$ cat src/rtl/mmio_video_bridge.sv
// Memory-mapped store FIFO between the CPU data port and the VGA image-word input.
// Optional feature: define MMIO_BRIDGE_DROPCNT_EN for a saturating dropped-write counter at status[23:16].
module mmio_video_bridge #(
  parameter logic [31:0] BASE_ADDR = 32'h0000_1000,
  parameter int          DEPTH     = 8,
  parameter int          CNT_W     = $clog2(DEPTH) + 1
) (
  input  logic        clk,
  input  logic        reset,
  input  logic        wEn,
  input  logic [31:0] addr,
  input  logic [31:0] dataIn,
  output logic [31:0] dataOut,
  input  logic        image_ready,
  output logic        image_valid,
  output logic [31:0] image_word
);

  localparam int PTR_W = $clog2(DEPTH);

  logic [31:0]      mem [DEPTH];
  logic [PTR_W-1:0] wr_ptr;
  logic [PTR_W-1:0] rd_ptr;
  logic [CNT_W-1:0] count;
  logic             overflow;
  logic [7:0]       drop_cnt;
  logic [7:0]       count_ext;

  logic pix_sel;
  logic stat_sel;
  logic ctl_sel;
  logic full;
  logic empty;
  logic push;
  logic pop;
  logic drop;
  logic clr;

  assign pix_sel  = (addr == BASE_ADDR);
  assign stat_sel = (addr == BASE_ADDR + 32'd4);
  assign ctl_sel  = (addr == BASE_ADDR + 32'd8);

  assign full  = (count == CNT_W'(DEPTH));
  assign empty = (count == '0);

  // A pop frees a slot on the same edge, so a store into a full FIFO is still accepted then.
  assign pop  = image_ready && !empty;
  assign push = wEn && pix_sel && (!full || pop);
  assign drop = wEn && pix_sel && full && !pop;
  assign clr  = wEn && ctl_sel && dataIn[0];

  assign image_valid = !empty;
  assign count_ext   = 8'(count);

  always_ff @(posedge clk) begin
    if (push) begin
      mem[wr_ptr] <= dataIn;
    end
  end

  // Clear wins over pointer/count movement, but a same-cycle pop still delivers its word.
  always_ff @(posedge clk or posedge reset) begin
    if (reset) begin
      wr_ptr     <= '0;
      rd_ptr     <= '0;
      count      <= '0;
      overflow   <= 1'b0;
      image_word <= 32'h0;
    end else begin
      if (pop) begin
        image_word <= mem[rd_ptr];
      end
      if (clr) begin
        wr_ptr   <= '0;
        rd_ptr   <= '0;
        count    <= '0;
        overflow <= 1'b0;
      end else begin
        if (push) begin
          wr_ptr <= wr_ptr + PTR_W'(1);
        end
        if (pop) begin
          rd_ptr <= rd_ptr + PTR_W'(1);
        end
        if (push && !pop) begin
          count <= count + CNT_W'(1);
        end else if (pop && !push) begin
          count <= count - CNT_W'(1);
        end
        if (drop) begin
          overflow <= 1'b1;
        end
      end
    end
  end

`ifdef MMIO_BRIDGE_DROPCNT_EN
  always_ff @(posedge clk or posedge reset) begin
    if (reset) begin
      drop_cnt <= 8'h00;
    end else if (clr) begin
      drop_cnt <= 8'h00;
    end else if (drop && (drop_cnt != 8'hFF)) begin
      drop_cnt <= drop_cnt + 8'd1;
    end
  end
`else
  assign drop_cnt = 8'h00;
`endif

  always_comb begin
    dataOut = 32'h0;
    if (stat_sel) begin
      dataOut = {8'h00, drop_cnt, count_ext, 5'b00000, overflow, empty, full};
    end
  end

endmodule

$ cat config.mk
export PLATFORM = sky130hd
export DESIGN_NAME = mmio_video_bridge
export DESIGN_NICKNAME = d
export VERILOG_FILES = /design/src/rtl/mmio_video_bridge.sv
export SDC_FILE = /design/constraint.sdc
export NUM_CORES = 1
export LEC_CHECK = 0
export BUFFER_PORTS_ARGS = -buffer_cell sky130_fd_sc_hd__buf_2
export CORE_MARGIN = 1.5
export CORE_UTILIZATION = 53
export DETAILED_ROUTE_END_ITERATION = 7
export GPL_TIMING_DRIVEN = 0
export PLACE_DENSITY_LB_ADDON = 0.08
export SETUP_SLACK_MARGIN = 0.1
export SYNTH_ARGS = -nofsm -noshare
export SYNTH_HDL_FRONTEND = slang
export SYNTH_SLANG_ARGS = --single-unit
$ cat constraint.sdc
create_clock -name clk -period 4.7 [get_ports clk]
set_input_delay 1.41 -clock clk [delete_from_list [all_inputs] [get_ports clk]]
set_output_delay 1.41 -clock clk [all_outputs]
set_load 0.01 [all_outputs]
==> qor.txt, run 1 <==
Die area: 0.02333 mm2
Post-synthesis sequential area ratio: 73.75%
Critical path start-end classification: primary input to primary output
First-pass GRT wire length: 37.37 mm
Total count of hold-check failures in the final report: 0
Arrival time reported for the critical path endpoint: 3.17 ns
Biggest fanout along the worst timing path: 7
Clock tree from TritonCTS: done
Estimated wirelength of the detail-placed design: 15.59 mm
Result of the run: completed
Pre-CTS setup slack: 0.06283 ns
Combined global-route utilization of all metal layers: 21.16%
Total negative slack: 0 ns
Die Span Y: 152.7 um
Cells along the critical path: buf_6 > or4_4 > or4b_4 > nor4_4 > and3_1 > buf_2
Total wire length: 24.11 mm
Final routed wire length divided by cell count: 21.85 um
Count of unique library cells instantiated by Yosys: 47
Launching element type of the critical path: primary input
Avg Vias per Cell: 5.627
Count of hold-fix buffers inserted at cts: 0
Count of filler cells inserted in the layout: 1,531
Clk_lat worst skew: 0.55 ns
Final core utilization: 64.16%
Count of maximum capacitance violations: 0
DRC Markers: 0
Root buffer cell: sky130_fd_sc_hd__clkbuf_16
Worst min path class: flip-flop to flip-flop
Boundary pin count: 133
Initial core utilization: 54.28%
Fin worst setup slack: 0.1194 ns
Count of flip-flops with a built-in enable after synthesis: 256
Count of routing violations after the opening detailed-route iteration: 426
Measured slew at the worst slew-check pin: 0.9363 ns
Final count of negative-setup-slack endpoints: 0
Endpoint of the worst hold-timing path: image_word[27]
Setup repair after global routing missed its margin: yes
Area of the core region: 0.02189 mm2
Number of sinks driven by the clock tree: 299
R2R setup slack: 1.59 ns
Critical Path End Type: primary output
Required time of the worst setup path: 3.29 ns
Commonest register cell after synthesis: sky130_fd_sc_hd__edfxtp_1
Worst-case hold slack: 0.4712 ns
Final Skew: 0.01182 ns
Pwr dens: 391.2 mW/mm2
Remaining global-route overflow: 0
Fin crit period: 4.581 ns
Hold-critical path depth: 2
Placement-stage cell area: 0.01315 mm2
Syn Area/Cell: 19.17 um2
Initial antenna violation count: 2
Max frequency: 0.2183 GHz
Worst path max stage delay: 0.57 ns
Post-detailed-route count of antenna-violating nets: 0
Terminus of the critical flop-to-flop path: count[3]
Pre-antenna DRT Iters: 5
Max clock buf depth: 3
Worst-case vdd ir drop: 0.3167 mV
Port Buffer Count: 107
Fraction of layout instances using a drive strength above 1: 33.78%
Yosys warns: 0
Worst R2R Path Depth: 12
Clock-pin transition on the worst setup and hold timing paths: 0.06 ns
Num CTS Buffers: 30
Worst slew margin relative to its limit: 37.58%
Standard-cell row count: 54
Synth-to-Final Area Change: 18.20%
Maximum number of pins on one net before global-route repair: 33
Final period util: 97.46%
Number of max-slew violations in the final report: 0
Die outline width: 152.7 um
Nets: 870
Routability Congestion: 0.7978
H-tree lvl count: 1
Master of the slowest instance on the critical path: sky130_fd_sc_hd__or4b_4
Share of synthesized registers carrying an async set or reset: 14.38%
Cell area after synthesis: 0.01188 mm2
Number of vias after detailed routing: 6,207
Post-layout instance area: 0.01404 mm2
Source of the worst register-to-register timing path: count[0]
Number of storage elements in the synthesis netlist: 299
Via count of the first global-routing pass: 6,341
Leakage Power: 4.935 nW
Number of instances in the synthesized netlist: 620
Launch point of the worst hold path: image_word[27]
==> critical path, delay by kind of cell <==
family / cells / cell delay, ns
AND/OR/NAND/NOR: 4 / 1.54
buffers and inverters: 2 / 0.22
==> worst max-delay path by stage <==
stage                             end      from  slack [ns]  depth (start not counted)
after floorplan             mem[4][0]  addr[10]      -0.001                          5
after global placement     mem[6][14]   addr[6]       -1.71                          6
after detailed placement   dataOut[0]   addr[6]        0.06                          6
after CTS                  dataOut[0]   addr[6]         0.1                          6
after global routing      dataOut[10]   addr[6]        0.06                          6
final                      dataOut[0]   addr[6]        0.12                          6
==> cell families after synthesis <==
group | count (synthesis) | synth area share (%)
fa+ha+maj | 5 | 0.5897
compound gates | 51 | 2.580
mux | 100 | 15.16
xor+xnor | 3 | 0.2212
flops | 299 | 73.75
buf+inv | 62 | 2.906
simple gates | 99 | 4.759
other cells | 1 | 0.03156
==> state kept, by name, summed over array words and instances (netlist names) <==
signal      flops
mem           256
overflow        1
image_word     32
wr_ptr          3
rd_ptr          3
count           4
==> area by class of cell <==
type                    count  area [um2]  share of cell area [%]
diodes                      3       7.507                 0.05345
plain buffers              55       319.1                   2.272
clock buffers              41       792.0                   5.639
clock inverters            14       82.58                  0.5880
inverters                   7       26.28                  0.1871
multi-input cells         283        2928                   20.85
flip-flops and latches    299        8763                   62.40
well taps                 280       350.3                   2.494
repair buffers            121       775.7                   5.523
==> synth_stat cells (all sizes together) (7+ instances only) <==
library cell    n  area share (%)
mux4           64              12
o21ai          35             1.5
buf            38             2.1
nor4           10            0.96
dfrtp          43             9.1
edfxtp        256              65
mux2i          36             3.0
nor2           12            0.38
and2            7            0.38
nand2          45             1.4
inv             7            0.22
clkbuf         17            0.54
==> where the power goes <==
group / internal (mW) / switching [mW] / total, mW / leakage [nW]
sequential: 2.98 / 0.0608 / 3.04 / 2.90
clock: 1.18 / 0.939 / 2.12 / 0.423
combinational: 0.140 / 0.194 / 0.334 / 1.61
==> per-stage QoR <==
| stage | total power, mW | cells |
|---|---|---|
| after floorplan | 3.240 | 644 |
| after global placement | 3.416 | 1031 |
| after detailed placement | 3.434 | 1044 |
| after CTS | 5.545 | 1100 |
| after global routing | 5.685 | 1101 |
| final | 5.494 | 1103 |
==> routing by layer <==
layer	up-vias	global-route usage (%)	part of all wire, %
li1	2788	-	-
met1	3171	29.66	43
met2	207	34.96	49
met3	41	3.868	5.9
met4	0	4.991	2.0
met5	-	0	0
==> cell usage in the layout (no fill, tap or decap), types with 4 or more instances in the layout <==
cell type,Yosys,final
sky130_fd_sc_hd__edfxtp_1,256,256
sky130_fd_sc_hd__buf_2,9,115
sky130_fd_sc_hd__mux4_2,64,64
sky130_fd_sc_hd__nand2_1,45,45
sky130_fd_sc_hd__dfrtp_1,43,43
sky130_fd_sc_hd__mux2i_1,36,36
sky130_fd_sc_hd__o21ai_0,35,35
sky130_fd_sc_hd__clkbuf_16,0,30
sky130_fd_sc_hd__clkbuf_1,17,28
sky130_fd_sc_hd__buf_4,25,26
sky130_fd_sc_hd__conb_1,1,25
sky130_fd_sc_hd__clkinv_1,0,8
sky130_fd_sc_hd__buf_12,0,7
sky130_fd_sc_hd__inv_1,7,6
sky130_fd_sc_hd__nor2_1,12,6
sky130_fd_sc_hd__and2_1,6,6
sky130_fd_sc_hd__nor2_4,0,6
sky130_fd_sc_hd__nor4_1,6,5
sky130_fd_sc_hd__buf_8,0,5
sky130_fd_sc_hd__nor4_4,3,4
sky130_fd_sc_hd__ha_1,4,4
==> repair_timing <==
| item | CTS | global route |
|---|---|---|
| setup endpoints to repair | 7 | 7 |
| gates resized for setup | 0 | 2 |
| setup buffers | 1 | 0 |
| pin swaps | 0 | 2 |
Note: power is estimated with default switching activity, not from simulation.
==> inputs of run 2 (changes only) <==
--- a/config.mk
+++ b/config.mk
@@ -10,7 +10,7 @@
 export CORE_UTILIZATION = 53
 export DETAILED_ROUTE_END_ITERATION = 7
 export GPL_TIMING_DRIVEN = 0
-export PLACE_DENSITY_LB_ADDON = 0.08
+export PLACE_DENSITY = 0.76
 export SETUP_SLACK_MARGIN = 0.1
 export SYNTH_ARGS = -nofsm -noshare
 export SYNTH_HDL_FRONTEND = slang
==> constraint.sdc (replaced) <==
create_clock -name clk -period 4.7 [get_ports clk]
set_input_delay 1.41 -clock clk [delete_from_list [all_inputs] [get_ports clk]]
set_output_delay 1.41 -clock clk [all_outputs]
set_load 0.02 [all_outputs]
==> run 2 against run 1 <==
Compared with the run above: clock power about the same; critical path depth unchanged; largest power group unchanged; setup slack got worse by 0.042 ns; fmax decreased by 0.91%; combinational power increased by 27%; first-iteration DRC count increased by 6.8%; utilization increased by 0.26 points; sequential share of layout area decreased by 0.25 points; register-to-register slack got worse by 0.02 ns; global-route usage increased by 0.96 points; critical endpoint is now dataOut[1]; clock skew increased by 0.0043 ns; flip-flop and latch count unchanged.
==> qor.txt, run 2 (same netlist as run 1, synthesis figures left out) <==
Post-detailed-route count of antenna-violating nets: 0 (unchanged)
Result of the run: completed (unchanged)
Cells along the critical path: buf_6 > or4_4 > or4b_4 > nor4_4 > nor2b_1 > buf_2 (was buf_6 > or4_4 > or4b_4 > nor4_4 > and3_1 > buf_2)
Initial antenna violation count: 2 (unchanged)
Die Span Y: 152.7 um (unchanged)
Num CTS Buffers: 29 (was 30)
Number of vias after detailed routing: 6,313 (was 6,207)
Estimated wirelength of the detail-placed design: 16.10 mm (was 15.59 mm)
Final count of negative-setup-slack endpoints: 0 (unchanged)
Pre-antenna DRT Iters: 4 (was 5)
Count of maximum capacitance violations: 0 (unchanged)
Worst-case hold slack: 0.4721 ns (was 0.4712 ns)
Max clock buf depth: 3 (unchanged)
Critical Path Start: addr[6] (unchanged)
DRC Markers: 0 (unchanged)
Source of the worst register-to-register timing path: count[0] (unchanged)
Worst R2R Path Depth: 12 (unchanged)
Area of the core region: 0.02189 mm2 (unchanged)
Maximum number of pins on one net before global-route repair: 25 (was 33)
Number of max-slew violations in the final report: 0 (unchanged)
Fraction of layout instances using a drive strength above 1: 34.43% (was 33.78%)
Worst-case vdd ir drop: 0.3874 mV (was 0.3167 mV)
Root buffer cell: sky130_fd_sc_hd__clkbuf_16 (unchanged)
Worst path max stage delay: 0.57 ns (about the same)
Arrival time reported for the critical path endpoint: 3.21 ns (was 3.17 ns)
Number of sinks driven by the clock tree: 299 (unchanged)
Measured slew at the worst slew-check pin: 0.9796 ns (was 0.9363 ns)
Avg Vias per Cell: 5.734 (was 5.627)
Total wire length: 24.98 mm (was 24.11 mm)
Register name with the most flops: mem (unchanged)
R2R setup slack: 1.57 ns (was 1.59 ns)
Critical Path End Type: primary output (unchanged)
Number of flip-flops under the largest register name: 256 (unchanged)
Terminus of the critical flop-to-flop path: count[3] (unchanged)
Leakage Power: 4.953 nW (was 4.935 nW)
Die area: 0.02333 mm2 (unchanged)
Standard-cell row count: 54 (unchanged)
Final Skew: 0.01609 ns (was 0.01182 ns)
Initial core utilization: 54.28% (unchanged)
Via count of the first global-routing pass: 6,553 (was 6,341)
Routability Congestion: 0.8500 (was 0.7978)
Pwr dens: 399.0 mW/mm2 (was 391.2 mW/mm2)
Buffers and inverters on the worst path: 2 (unchanged)
Top library cells by usage in the layout, fill and taps aside: sky130_fd_sc_hd__edfxtp_1 (256), sky130_fd_sc_hd__buf_2 (109), sky130_fd_sc_hd__mux4_2 (64), sky130_fd_sc_hd__nand2_1 (45), sky130_fd_sc_hd__dfrtp_1 (43) (was sky130_fd_sc_hd__edfxtp_1 (256), sky130_fd_sc_hd__buf_2 (115), sky130_fd_sc_hd__mux4_2 (64), sky130_fd_sc_hd__nand2_1 (45), sky130_fd_sc_hd__dfrtp_1 (43))
Regs by FF count: mem (256), image_word (32), count (4) (unchanged)
Clock-pin transition on the worst setup and hold timing paths: 0.06 ns (about the same)
Final Power: 5.627 mW (was 5.494 mW)
Final Non-Filler Cells: 1,101 (was 1,103)
Critical path start-end classification: primary input to primary output (unchanged)
H-tree lvl count: 1 (unchanged)
Port Buffer Count: 107 (unchanged)
Total count of hold-check failures in the final report: 0 (unchanged)
Placed cell count: 1,044 (unchanged)
Boundary pin count: 133 (unchanged)
First-pass GRT wire length: 38.88 mm (was 37.37 mm)
Clk_lat worst skew: 0.55 ns (about the same)
Final routed wire length divided by cell count: 22.69 um (was 21.85 um)
Hold-critical path depth: 2 (unchanged)
Combined global-route utilization of all metal layers: 22.12% (was 21.16%)
Final core utilization: 64.42% (was 64.16%)
Fin crit period: 4.622 ns (was 4.581 ns)
Die outline width: 152.7 um (unchanged)
Launching element type of the critical path: primary input (unchanged)
Master of the slowest instance on the critical path: sky130_fd_sc_hd__or4b_4 (unchanged)
Worst min path class: flip-flop to flip-flop (unchanged)
Count of routing violations after the opening detailed-route iteration: 455 (was 426)
Fin worst setup slack: 0.07754 ns (was 0.1194 ns)
Required time of the worst setup path: 3.29 ns (about the same)
Synth-to-Final Area Change: 18.68% (was 18.20%)
Cell family contributing the most delay on the critical path: simple AND/OR/NAND/NOR gates (unchanged)
Launch point of the worst hold path: image_word[22] (was image_word[27])
Biggest fanout along the worst timing path: 7 (unchanged)
Max frequency: 0.2163 GHz (was 0.2183 GHz)
Remaining global-route overflow: 0 (unchanged)
Nets: 870 (unchanged)
Pre-CTS setup slack: -0.01920 ns (was 0.06283 ns)
Endpoint of the worst hold-timing path: image_word[22] (was image_word[27])
Setup repair after global routing missed its margin: yes (unchanged)
Commonest non-fill, non-tap cell in the layout: sky130_fd_sc_hd__edfxtp_1 (unchanged)
Final period util: 98.35% (was 97.46%)
Clock tree from TritonCTS: done (unchanged)
Worst slew margin relative to its limit: 34.69% (was 37.58%)
-- run 2: cell count changes in the layout (fill, tap and decap cells not counted) --
cell                         previous run  this run
sky130_fd_sc_hd__buf_8                  5         6
sky130_fd_sc_hd__inv_8                  0         1
sky130_fd_sc_hd__clkinv_4               2         0
sky130_fd_sc_hd__clkinvlp_4             0         1
sky130_fd_sc_hd__buf_2                115       109
sky130_fd_sc_hd__buf_6                  3         8
sky130_fd_sc_hd__clkbuf_8               0         5
sky130_fd_sc_hd__clkinv_1               8         1
sky130_fd_sc_hd__clkinv_2               2         3
sky130_fd_sc_hd__clkbuf_1              28        29
sky130_fd_sc_hd__buf_4                 26        27
sky130_fd_sc_hd__diode_2                3         2
sky130_fd_sc_hd__clkinv_8               1         0
sky130_fd_sc_hd__clkbuf_16             30        29
-- run 2: worst min-delay path, stage by stage (launching register included) --
cell and delay [ns]:
sky130_fd_sc_hd__dfrtp_1 0.34, sky130_fd_sc_hd__nand2_1 0.04, sky130_fd_sc_hd__o21ai_0 0.06
-- run 2: repair_timing --
item | CTS | global route
gates resized for setup | 6 | 8
buffers inserted | 1 | 1
hold buffers | 0 | 0
endpoints found under the setup margin | 7 | 7
pin swaps | 2 | 2
-- run 2: layer usage --
metal	track usage [%]	vias to the layer above	part of all wire (%)
met5	0	-	0
met4	5.082	0	1.5
met3	4.124	41	7.9
met2	37.39	280	50
met1	30.26	3214	40
li1	-	2778	-
-- run 2: cell type report --
cell class / count / area, um2
flip-flops and latches: 299 / 8763
fillers: 1499 / 7789
multi-input cells: 283 / 2928
clock buffers: 46 / 839.6
repair buffers: 122 / 824.5
well taps: 280 / 350.3
plain buffers: 55 / 319.1
clock inverters: 7 / 46.29
inverters: 7 / 26.28
diodes: 2 / 5.005
-- run 2: power breakdown --
group          total [mW]  switching, mW  leakage, nW  internal, mW
logic               0.425          0.283         1.62         0.141
registers            3.05         0.0666         2.90          2.98
clock network        2.15          0.931        0.432          1.22
total                5.63           1.28         4.95          4.35
-- run 2: stage by stage --
stage	TNS, ns	cell area (um2)
after floorplan	-0.1317	11990
after global placement	-374.00	12870
after detailed placement	-0.1852	13150
after CTS	0	14060
after global routing	-0.02787	14100
final	0	14100
-- run 2: worst max-delay path by stage --
| stage | to | slack [ns] | depth (start not counted) |
|---|---|---|---|
| after floorplan | mem[4][0] | -0.001 | 5 |
| after global placement | mem[2][14] | -1.78 | 6 |
| after detailed placement | mem[1][29] | -0.02 | 9 |
| after CTS | dataOut[1] | 0.05 | 6 |
| after global routing | dataOut[1] | -0.03 | 6 |
| final | dataOut[1] | 0.08 | 6 |
==> inputs of run 3 (changes only) <==
--- a/config.mk
+++ b/config.mk
@@ -7,11 +7,11 @@
 export LEC_CHECK = 0
 export BUFFER_PORTS_ARGS = -buffer_cell sky130_fd_sc_hd__buf_2
 export CORE_MARGIN = 1.5
-export CORE_UTILIZATION = 53
+export CORE_UTILIZATION = 45
 export DETAILED_ROUTE_END_ITERATION = 7
 export GPL_TIMING_DRIVEN = 0
-export PLACE_DENSITY = 0.76
-export SETUP_SLACK_MARGIN = 0.1
+export PLACE_DENSITY = 0.66
+export SETUP_SLACK_MARGIN = 0.4
 export SYNTH_ARGS = -nofsm -noshare
 export SYNTH_HDL_FRONTEND = slang
 export SYNTH_SLANG_ARGS = --single-unit
==> run 3 against run 2 <==
Compared with the run above: global-route usage fell by 2.9 points; hold slack better by 0.0020 ns; clock skew shrank 0.0052 ns; combinational power is essentially flat; setup slack worse by 0.0094 ns; cell count grew 5.2%; fmax shrank 0.20%; sequential share of layout area is 1.1 points lower; non-clock buffer count is 2 higher; flip-flop and latch count did not move; via count decreased by 0.38%; total power increased by 4.0%; critical path type unchanged.
==> qor.txt, run 3 (same netlist as run 1, synthesis figures left out) <==
Result of the run: completed (unchanged)
Arrival time reported for the critical path endpoint: 3.22 ns (was 3.21 ns)
Via count of the first global-routing pass: 6,484 (was 6,553)
Total wire length: 25.38 mm (was 24.98 mm)
Max clock buf depth: 3 (unchanged)
Number of vias after detailed routing: 6,289 (was 6,313)
Die outline width: 165.5 um (was 152.7 um)
Required time of the worst setup path: 3.29 ns (about the same)
Pre-antenna DRT Iters: 5 (was 4)
Initial core utilization: 45.73% (was 54.28%)
Die area: 0.02739 mm2 (was 0.02333 mm2)
Die Span Y: 165.5 um (was 152.7 um)
Estimated wirelength of the detail-placed design: 16.05 mm (was 16.10 mm)
Hold-critical path depth: 2 (unchanged)
Total count of hold-check failures in the final report: 0 (unchanged)
Biggest fanout along the worst timing path: 7 (unchanged)
Critical Path End Type: primary output (unchanged)
Clk_lat worst skew: 0.54 ns (was 0.55 ns)
Avg Vias per Cell: 5.431 (was 5.734)
Combined global-route utilization of all metal layers: 19.21% (was 22.12%)
Fraction of layout instances using a drive strength above 1: 36.01% (was 34.43%)
Worst-case vdd ir drop: 0.3519 mV (was 0.3874 mV)
Pwr dens: 408.0 mW/mm2 (was 399.0 mW/mm2)
Fin worst setup slack: 0.06815 ns (was 0.07754 ns)
Count of routing violations after the opening detailed-route iteration: 432 (was 455)
Number of flip-flops under the largest register name: 256 (unchanged)
Launching element type of the critical path: primary input (unchanged)
Measured slew at the worst slew-check pin: 0.9901 ns (was 0.9796 ns)
Regs by FF count: mem (256), image_word (32), count (4) (unchanged)
Sequential standard cell area: 0.008763 mm2 (unchanged)
Final routed wire length divided by cell count: 21.92 um (was 22.69 um)
Register name with the most flops: mem (unchanged)
Port Buffer Count: 107 (unchanged)
Fin crit period: 4.632 ns (was 4.622 ns)
Terminus of the critical flop-to-flop path: count[3] (unchanged)
Synth-to-Final Area Change: 20.74% (was 18.68%)
Worst min path class: flip-flop to flip-flop (unchanged)
H-tree lvl count: 1 (unchanged)
Worst-case hold slack: 0.4742 ns (was 0.4721 ns)
Endpoint of the worst hold-timing path: image_word[20] (was image_word[22])
Maximum number of pins on one net before global-route repair: 27 (was 25)
Setup repair after global routing missed its margin: yes (unchanged)
Area of the core region: 0.02598 mm2 (was 0.02189 mm2)
Max frequency: 0.2159 GHz (was 0.2163 GHz)
Worst R2R Path Depth: 12 (unchanged)
Standard-cell row count: 59 (was 54)
Top library cells by usage in the layout, fill and taps aside: sky130_fd_sc_hd__edfxtp_1 (256), sky130_fd_sc_hd__buf_2 (107), sky130_fd_sc_hd__mux4_2 (64), sky130_fd_sc_hd__nand2_1 (45), sky130_fd_sc_hd__dfrtp_1 (43) (was sky130_fd_sc_hd__edfxtp_1 (256), sky130_fd_sc_hd__buf_2 (109), sky130_fd_sc_hd__mux4_2 (64), sky130_fd_sc_hd__nand2_1 (45), sky130_fd_sc_hd__dfrtp_1 (43))
Boundary pin count: 133 (unchanged)
Final Skew: 0.01089 ns (was 0.01609 ns)
Root buffer cell: sky130_fd_sc_hd__clkbuf_16 (unchanged)
Count of maximum capacitance violations: 0 (unchanged)
Source of the worst register-to-register timing path: count[0] (unchanged)
Launch point of the worst hold path: image_word[20] (was image_word[22])
Worst slew margin relative to its limit: 33.99% (was 34.69%)
Clock-pin transition on the worst setup and hold timing paths: 0.06 ns (about the same)
Critical Path Start: addr[10] (was addr[6])
Commonest non-fill, non-tap cell in the layout: sky130_fd_sc_hd__edfxtp_1 (unchanged)
Count of filler cells inserted in the layout: 2,007 (was 1,499)
Final period util: 98.55% (was 98.35%)
Critical path start-end classification: primary input to primary output (unchanged)
Clock tree from TritonCTS: done (unchanged)
Number of sinks driven by the clock tree: 299 (unchanged)
Num CTS Buffers: 29 (unchanged)
Nets: 872 (was 870)
Number of max-slew violations in the final report: 0 (unchanged)
Routability Congestion: 0.7275 (was 0.8500)
Remaining global-route overflow: 0 (unchanged)
First-pass GRT wire length: 38.18 mm (was 38.88 mm)
Initial antenna violation count: 2 (unchanged)
Area taken by multi-input logic gates: 0.002968 mm2 (was 0.002928 mm2)
Pre-CTS setup slack: -0.1048 ns (was -0.01920 ns)
Post-detailed-route count of antenna-violating nets: 0 (unchanged)
R2R setup slack: 1.55 ns (was 1.57 ns)
Final count of negative-setup-slack endpoints: 0 (unchanged)
DRC Markers: 0 (unchanged)
Leakage Power: 5.036 nW (was 4.953 nW)
[run 3: final cells by class]
cell class	instances	area share, %
multi-input combinational	283	20.69
inverter	7	0.1831
clock inverter	15	1.273
sequential	299	61.08
clock buffer	39	5.677
buffer	55	2.224
timing repair buffer	124	5.939
antenna	1	0.01744
tap	335	2.921
[run 3: worst max-delay path, cell delays in order]
cell and delay, ns:
sky130_fd_sc_hd__buf_6 0.09, sky130_fd_sc_hd__or4b_4 0.53, sky130_fd_sc_hd__or4b_4 0.57, sky130_fd_sc_hd__nor4_4 0.14, sky130_fd_sc_hd__buf_4 0.18, sky130_fd_sc_hd__and3_4 0.19
sky130_fd_sc_hd__buf_6 0.11
[run 3: where the power goes]
group	internal (mW)	leakage (nW)	switching, mW	total (mW)
sequential	2.98	2.90	0.0620	3.04
combinational	0.143	1.65	0.284	0.426
clock	1.43	0.482	0.949	2.38
total	4.56	5.04	1.30	5.85
[run 3: routing by layer]
metal | global-route usage (%) | vias up | share of wire [%] | wire [um]
met2 | 33.64 | 238 | 51 | 12880
met1 | 25.32 | 3223 | 41 | 10390
met5 | 0 | - | 0.043 | 11
met3 | 3.147 | 39 | 6.5 | 1645
li1 | - | 2787 | - | -
met4 | 4.261 | 2 | 1.8 | 451
[run 3: what timing repair did]
action | CTS | global route
gates cloned | 0 | 0
setup buffers | 4 | 0
hold buffers | 0 | 0
pin swaps | 5 | 3
setup endpoints to repair | 7 | 7
gates resized for setup | 15 | 1
[run 3: how the worst max path moves through the flow]
stage                     cells past startpoint          to  slack, ns
final                                         7  dataOut[0]       0.07
after global routing                          7  dataOut[0]     -0.007
after CTS                                     7  dataOut[0]      -0.04
after detailed placement                      6  dataOut[0]      -0.10
after global placement                        6  mem[4][13]      -1.69
after floorplan                               5   mem[4][0]       0.06
[run 3: stage by stage]
stage	utilization [%]	area [um2]	power [mW]	instances	TNS, ns
after floorplan	-	12030	3.327	644	0
after global placement	49.99	12990	3.514	1086	-336.19
after detailed placement	51.04	13260	3.529	1099	-0.4992
after CTS	55.18	14340	5.909	1157	-0.03798
after global routing	55.21	14350	6.056	1157	-0.006964
final	55.21	14350	5.853	1158	0
